--- src/rtl/pwm_pkg.sv ---
// Shared widths, types and compare-conversion helpers for the pwmOC update scheduler.
package pwm_pkg;

  localparam int unsigned WIDTH  = 17;
  localparam int unsigned HRBITS = 3;
  localparam int unsigned TBW    = WIDTH - HRBITS - 1;
  localparam int unsigned CW     = WIDTH - 1;

  typedef logic [TBW-1:0] tb_t;
  typedef logic [CW-1:0]  cmp_t;

  typedef enum logic {
    ST_IDLE,
    ST_ARMED
  } commit_state_e;

  // One coarse tick expressed in HR units.
  localparam cmp_t HR_TICK = cmp_t'(2 ** HRBITS);

  function automatic cmp_t period_to_hr(tb_t period);
    return cmp_t'(period) << HRBITS;
  endfunction

  // Keeps at least one coarse tick of high and low time so rise and fall never share a tick.
  function automatic cmp_t duty_clamp(cmp_t duty, cmp_t phr);
    cmp_t hi;
    hi = phr - HR_TICK;
    if (duty < HR_TICK) return HR_TICK;
    if (duty > hi) return hi;
    return duty;
  endfunction

  function automatic cmp_t hr_wrap_add(cmp_t phase, cmp_t duty, cmp_t phr);
    logic [CW:0] sum;
    sum = {1'b0, phase} + {1'b0, duty};
    if (sum >= {1'b0, phr}) sum = sum - {1'b0, phr};
    return sum[CW-1:0];
  endfunction

endpackage

--- src/rtl/pwm_timebase.sv ---
// Shared coarse timebase: counts 0..period-1 while enabled and flags the last tick.
module pwm_timebase
  import pwm_pkg::*;
(
  input  logic           clk,
  input  logic           rst,
  input  logic           en,
  input  logic [TBW-1:0] period,
  output logic [TBW-1:0] tb,
  output logic           wrap
);

  tb_t tb_q, tb_d;

  assign wrap = en && (tb_q == period - tb_t'(1));
  assign tb   = tb_q;

  // NOTE: tb_d takes its hold value first, so no path through this block leaves it unassigned.
  always_comb begin
    tb_d = tb_q;
    if (en) tb_d = wrap ? '0 : tb_q + tb_t'(1);
  end

  // NOTE: state registers use non-blocking assignments so every flop samples pre-edge values.
  always_ff @(posedge clk or posedge rst) begin
    if (rst) tb_q <= '0;
    else     tb_q <= tb_d;
  end

endmodule

--- src/rtl/pwm_update_sched.sv ---
// Timebase plus shadow/active compare banks for NCH pwmOC channels; batches apply atomically at wrap.
module pwm_update_sched
  import pwm_pkg::*;
#(
  parameter  int unsigned NCH        = 4,
  parameter  int unsigned PERIOD_RST = 100,
  localparam int unsigned CHW        = (NCH > 1) ? $clog2(NCH) : 1
) (
  input  logic              clk,
  input  logic              rst,
  input  logic              en,
  input  logic [TBW-1:0]    period_in,
  input  logic              period_we,
  input  logic              cfg_valid,
  output logic              cfg_ready,
  input  logic [CHW-1:0]    cfg_ch,
  input  logic [CW-1:0]     cfg_phase,
  input  logic [CW-1:0]     cfg_duty,
  input  logic              cfg_commit,
  output logic              cfg_err,
  output logic [TBW-1:0]    tb,
  output logic              wrap,
  output logic              pending,
  output logic [NCH*CW-1:0] cmpH,
  output logic [NCH*CW-1:0] cmpL
);

  localparam tb_t  PERIOD_RST_T = tb_t'(PERIOD_RST);
  localparam tb_t  PERIOD_MIN   = tb_t'(2);
  localparam cmp_t DUTY_RST     = cmp_t'(PERIOD_RST << (HRBITS - 1));

  commit_state_e state_q, state_d;
  tb_t           period_q;
  tb_t           period_sh_q, period_sh_d;
  cmp_t          phase_sh_q [NCH];
  cmp_t          duty_sh_q  [NCH];
  cmp_t          cmph_q     [NCH];
  cmp_t          cmpl_q     [NCH];
  cmp_t          cmpl_conv  [NCH];
  cmp_t          phr_sh;
  logic          err_q;
  logic          xfer;
  logic          wr_ok;
  logic          apply;

  pwm_timebase u_timebase (
    .clk    (clk),
    .rst    (rst),
    .en     (en),
    .period (period_q),
    .tb     (tb),
    .wrap   (wrap)
  );

  // Validation and conversion both work against the shadow period, not the active one.
  assign phr_sh    = period_to_hr(period_sh_q);
  assign pending   = (state_q == ST_ARMED);
  assign cfg_ready = !pending;
  assign cfg_err   = err_q;
  assign xfer      = cfg_valid && cfg_ready;
  assign wr_ok     = (32'(cfg_ch) < NCH) && (cfg_phase < phr_sh);
  assign apply     = wrap && pending;

  always_comb begin
    state_d = state_q;
    case (state_q)
      ST_IDLE:  if (xfer && cfg_commit) state_d = ST_ARMED;
      ST_ARMED: if (wrap) state_d = ST_IDLE;
      default:  state_d = ST_IDLE;
    endcase
  end

  always_comb begin
    period_sh_d = period_sh_q;
    if (period_we) period_sh_d = (period_in < PERIOD_MIN) ? PERIOD_MIN : period_in;
  end

  always_comb begin
    for (int i = 0; i < NCH; i++) begin
      cmpl_conv[i] = hr_wrap_add(phase_sh_q[i], duty_clamp(duty_sh_q[i], phr_sh), phr_sh);
    end
  end

  always_ff @(posedge clk or posedge rst) begin
    if (rst) begin
      state_q     <= ST_IDLE;
      err_q       <= 1'b0;
      period_q    <= PERIOD_RST_T;
      period_sh_q <= PERIOD_RST_T;
    end else begin
      state_q     <= state_d;
      err_q       <= xfer && !wr_ok;
      period_sh_q <= period_sh_d;
      if (apply) period_q <= period_sh_q;
    end
  end

  // NOTE: the banks are reset on purpose: a reset mid-batch must discard every shadow write.
  always_ff @(posedge clk or posedge rst) begin
    if (rst) begin
      for (int i = 0; i < NCH; i++) begin
        phase_sh_q[i] <= '0;
        duty_sh_q[i]  <= DUTY_RST;
        cmph_q[i]     <= '0;
        cmpl_q[i]     <= DUTY_RST;
      end
    end else begin
      for (int i = 0; i < NCH; i++) begin
        if (xfer && wr_ok && (cfg_ch == CHW'(i))) begin
          phase_sh_q[i] <= cfg_phase;
          duty_sh_q[i]  <= cfg_duty;
        end
        if (apply) begin
          cmph_q[i] <= phase_sh_q[i];
          cmpl_q[i] <= cmpl_conv[i];
        end
      end
    end
  end

  for (genvar g = 0; g < NCH; g++) begin : g_pack
    assign cmpH[g*CW +: CW] = cmph_q[g];
    assign cmpL[g*CW +: CW] = cmpl_q[g];
  end

endmodule

--- config.mk ---
export PLATFORM = sky130hd
export DESIGN_NAME = pwm_update_sched
export DESIGN_NICKNAME = d
export VERILOG_FILES = /design/src/rtl/pwm_pkg.sv /design/src/rtl/pwm_timebase.sv /design/src/rtl/pwm_update_sched.sv
export SDC_FILE = /design/constraint.sdc
export NUM_CORES = 1
export LEC_CHECK = 0
export ABC_AREA = 1
export BUFFER_PORTS_ARGS = -buffer_cell sky130_fd_sc_hd__buf_2
export CAP_MARGIN = 30
export CORE_MARGIN = 8
export CORE_UTILIZATION = 25
export DETAILED_ROUTE_END_ITERATION = 10
export HOLD_SLACK_MARGIN = 0.05
export SETUP_SLACK_MARGIN = 0.3
export SLEW_MARGIN = 10
export SYNTH_ARGS = -nofsm -noshare
export SYNTH_HDL_FRONTEND = slang
export SYNTH_SLANG_ARGS = --single-unit
export TNS_END_PERCENT = 10
--- constraint.sdc ---
create_clock -name clk -period 18.01 [get_ports clk]
set_clock_uncertainty 0.15 [all_clocks]
set_input_delay 0.9005 -clock clk [delete_from_list [all_inputs] [get_ports clk]]
set_output_delay 0.9005 -clock clk [all_outputs]
set_load 0.1 [all_outputs]
==> impl_metrics.tcl <==
set metrics [dict create \
    netlist.area_leader.share 0.309 \
    nets 3514 \
    vdd_drop_max_v 0.0000957 \
    cts_tree "built" \
    synth_xor_area_frac 0.0437 \
    synthTopCellsByCount "935 x nand2_1, 481 x inv_1, 267 x dfrtp_1" \
    ys_ff_latch 297 \
    drv_slew 0 \
    hpwl_um 64400 \
    htree_levels 2 \
    hold_buffers 0 \
    grt_pass1_wl_um 123000 \
    period_share 0.443 \
    synth_edf_count 0 \
    grt_max_degree 111 \
    cts_resized 0 \
    track_usage 0.167 \
    seq_area_frac_synth 0.345 \
    dieHeight_um 310 \
    slew_headroom 0.315 \
    cpMostUsedCell "nand2_1" \
    dp_cells 4397 \
    clockBufferDepth 3 \
    drtIter0Drc 1724 \
    final_cells 4474 \
    n_fill_cell 9516 \
    start_util 0.251 \
    rsz0062_at_grt "no" \
    r2r_slack_ns 10.03 \
    die_area_um2 96200 \
    clock_latency_ns 0.60 \
    slowest_stage "inv_1" \
    final_hold_viol_count 0 \
    syn_avg_cell_area_um2 6.94 \
    drc 0 \
    grt_overflow 0 \
    io_buffers 197 \
    dpl_cell_area_um2 23800 \
    synth.top_cells.by_area "dfrtp_1 31%, nand2_1 16%, ha_1 9.7%" \
    gp_congestion 0.958 \
    ioPinCount 198 \
    pre_cts_ws_ns 10.22 \
    drive_gt1_frac 0.106 \
    vias_per_cell 4.62 \
    fmax_mhz 125 \
    maxCapViolations 0 \
    status "complete, no violations" \
    period_minus_slack_ns 7.98 \
    antenna_found_initial 14 \
    vias 20700 \
    r2r_end "cmpL[57]" \
    fin_ws_ns 10.03 \
    synthAdderAreaFrac 0.104 \
    endpoint_kind "register" \
    worst_pin_slew_ns 1.02 \
    clock-sinks 297 \
    critPathLaunch "period_sh_q[1]" \
    slowest_delay_ns 0.57 \
    syn_inst 3118 \
    hold_path_class "register to register" \
    die-width_um 310 \
    yosysTopAreaCell "dfrtp_1" \
    final_util 0.293 \
    rr_worst_depth 38 \
    post_synth_num_cell_types 45 \
    ant_nets 0 \
    critPathKind "register to register" \
    wire_per_inst_um 18.3 \
    powerDensity_nw_per_um2 99.8 \
    syn_to_final_growth_pct 16.7 \
    cts_inserted_buffers 37 \
    crit_required_ns 18.34 \
    synthSimpleGateAreaFrac 0.293 \
    synth_flop_cell "dfrtp_1" \
    syn_area_um2 21600 \
    r2r-start "period_sh_q[1]" \
    design_area_um2 25200 \
    synthArstFlopShare 1.00 \
    cp-start-kind "register" \
    synth_top_family_by_area "simple AND/OR/NAND/NOR gates" \
    yosys_warnings 0 \
    wirelength_um 81700 \
    arrival_ns 8.31 \
    yosysMostFrequentCell "nand2_1" \
    p_leak_uw 0.0128 \
    synthMuxAreaShare 0 \
    cts_root_buf "clkbuf_16" \
    core_um2 86200 \
    dr.pass1.iters 6 \
    syn-num-nets 3346 \
    cts_setup_buffers 0 \
    grt_pass1_vias 19600 \
    setup_viol 0 \
    worst-path-max-fanout 24 \
    rows 108 \
    setup_tns_ns 0 \
    cp-endpoint "cmpL[57]" \
    clk_pin_slew_ns 0.06 \
    synth_compound_gate_area_share 0.110 \
]
==> critical path: cells and delay by family, from the launching register on <==
family	cells	cell delay, ns
adders and majority gates	4	1.30
buffers and inverters	5	1.16
DFF	1	0.42
AOI/OAI and AO/OA	4	0.60
xor gates and xnor gates	2	0.80
and+or+nand+nor	23	3.43
==> stage by stage <==
stage	power, µW	hold WS, ns
after floorplan	1460	0.330
after global placement	1710	0.305
after CTS	2530	0.317
after detailed placement	1720	0.307
final	2520	0.316
after global routing	2690	0.340
==> per-layer routing <==
layer / part of all wire / global-route usage / vias to the layer above
met5: 0.0010 / 0 / -
met3: 0.070 / 0.0346 / 147
met4: 0.041 / 0.0611 / 14
met2: 0.44 / 0.264 / 595
li1: - / - / 10400
met1: 0.45 / 0.224 / 9559
==> kinds of logic after synthesis <==
logic type / count (synthesis)
flops: 297
compound gates: 451
fa+ha+maj: 175
xor+xnor: 107
buf+inv: 577
simple gates: 1511
==> placed cells by master, fill, tap and decap left out, types with 21 or more instances in the layout <==
master,instances
nor3_1,31
xor2_1,85
nand3_1,181
a21oi_1,122
o21ai_1,38
clkbuf_16,37
ha_1,167
nand2_1,935
inv_1,480
dfstp_2,30
xnor2_1,21
nor2_1,222
o21ai_0,242
dfrtp_1,267
buf_2,197
nand4_1,91
==> power by group <==
group | switching [µW] | total [µW] | internal, µW
clock network | 332 | 800 | 467
registers | 21.2 | 701 | 680
logic | 690 | 1020 | 329
total | 1040 | 2520 | 1480
==> registers in the layout, summed over array words and instances (netlist names), 13 cells and up <==
name,flops
cmpH,64
cmpL,64
duty_sh_q,64
phase_sh_q,64
period_q,13
period_sh_q,13
u_timebase.tb,13
==> how the worst min path moves through the flow <==
| stage | from | to | slack [ns] | cells past startpoint |
|---|---|---|---|---|
| 2_1_floorplan | duty_sh_q[40] | duty_sh_q[40] | 0.33 | 2 |
| 3_3_place_gp | cmpL[39] | cmpL[39] | 0.31 | 2 |
| 3_5_place_dp | cmpL[39] | cmpL[39] | 0.31 | 2 |
| 4_1_cts | cmpL[39] | cmpL[39] | 0.32 | 2 |
| 5_1_grt | cmpL[56] | cmpL[56] | 0.34 | 2 |
| 6_report | cmpL[39] | cmpL[39] | 0.32 | 2 |
==> cell type report <==
cell class	instances	area, µm²	share of cell area
Multi-Input combinational cell	2244	11900	0.473
Inverter	489	1840	0.0730
Sequential cell	297	7470	0.296
Timing Repair Buffer	217	1230	0.0487
Antenna cell	6	15.0	0.000595
Clock inverter	18	264	0.0105
Tap cell	1155	1450	0.0573
Clock buffer	48	1030	0.0407
No activity file was read; power rests on OpenSTA's default activity.
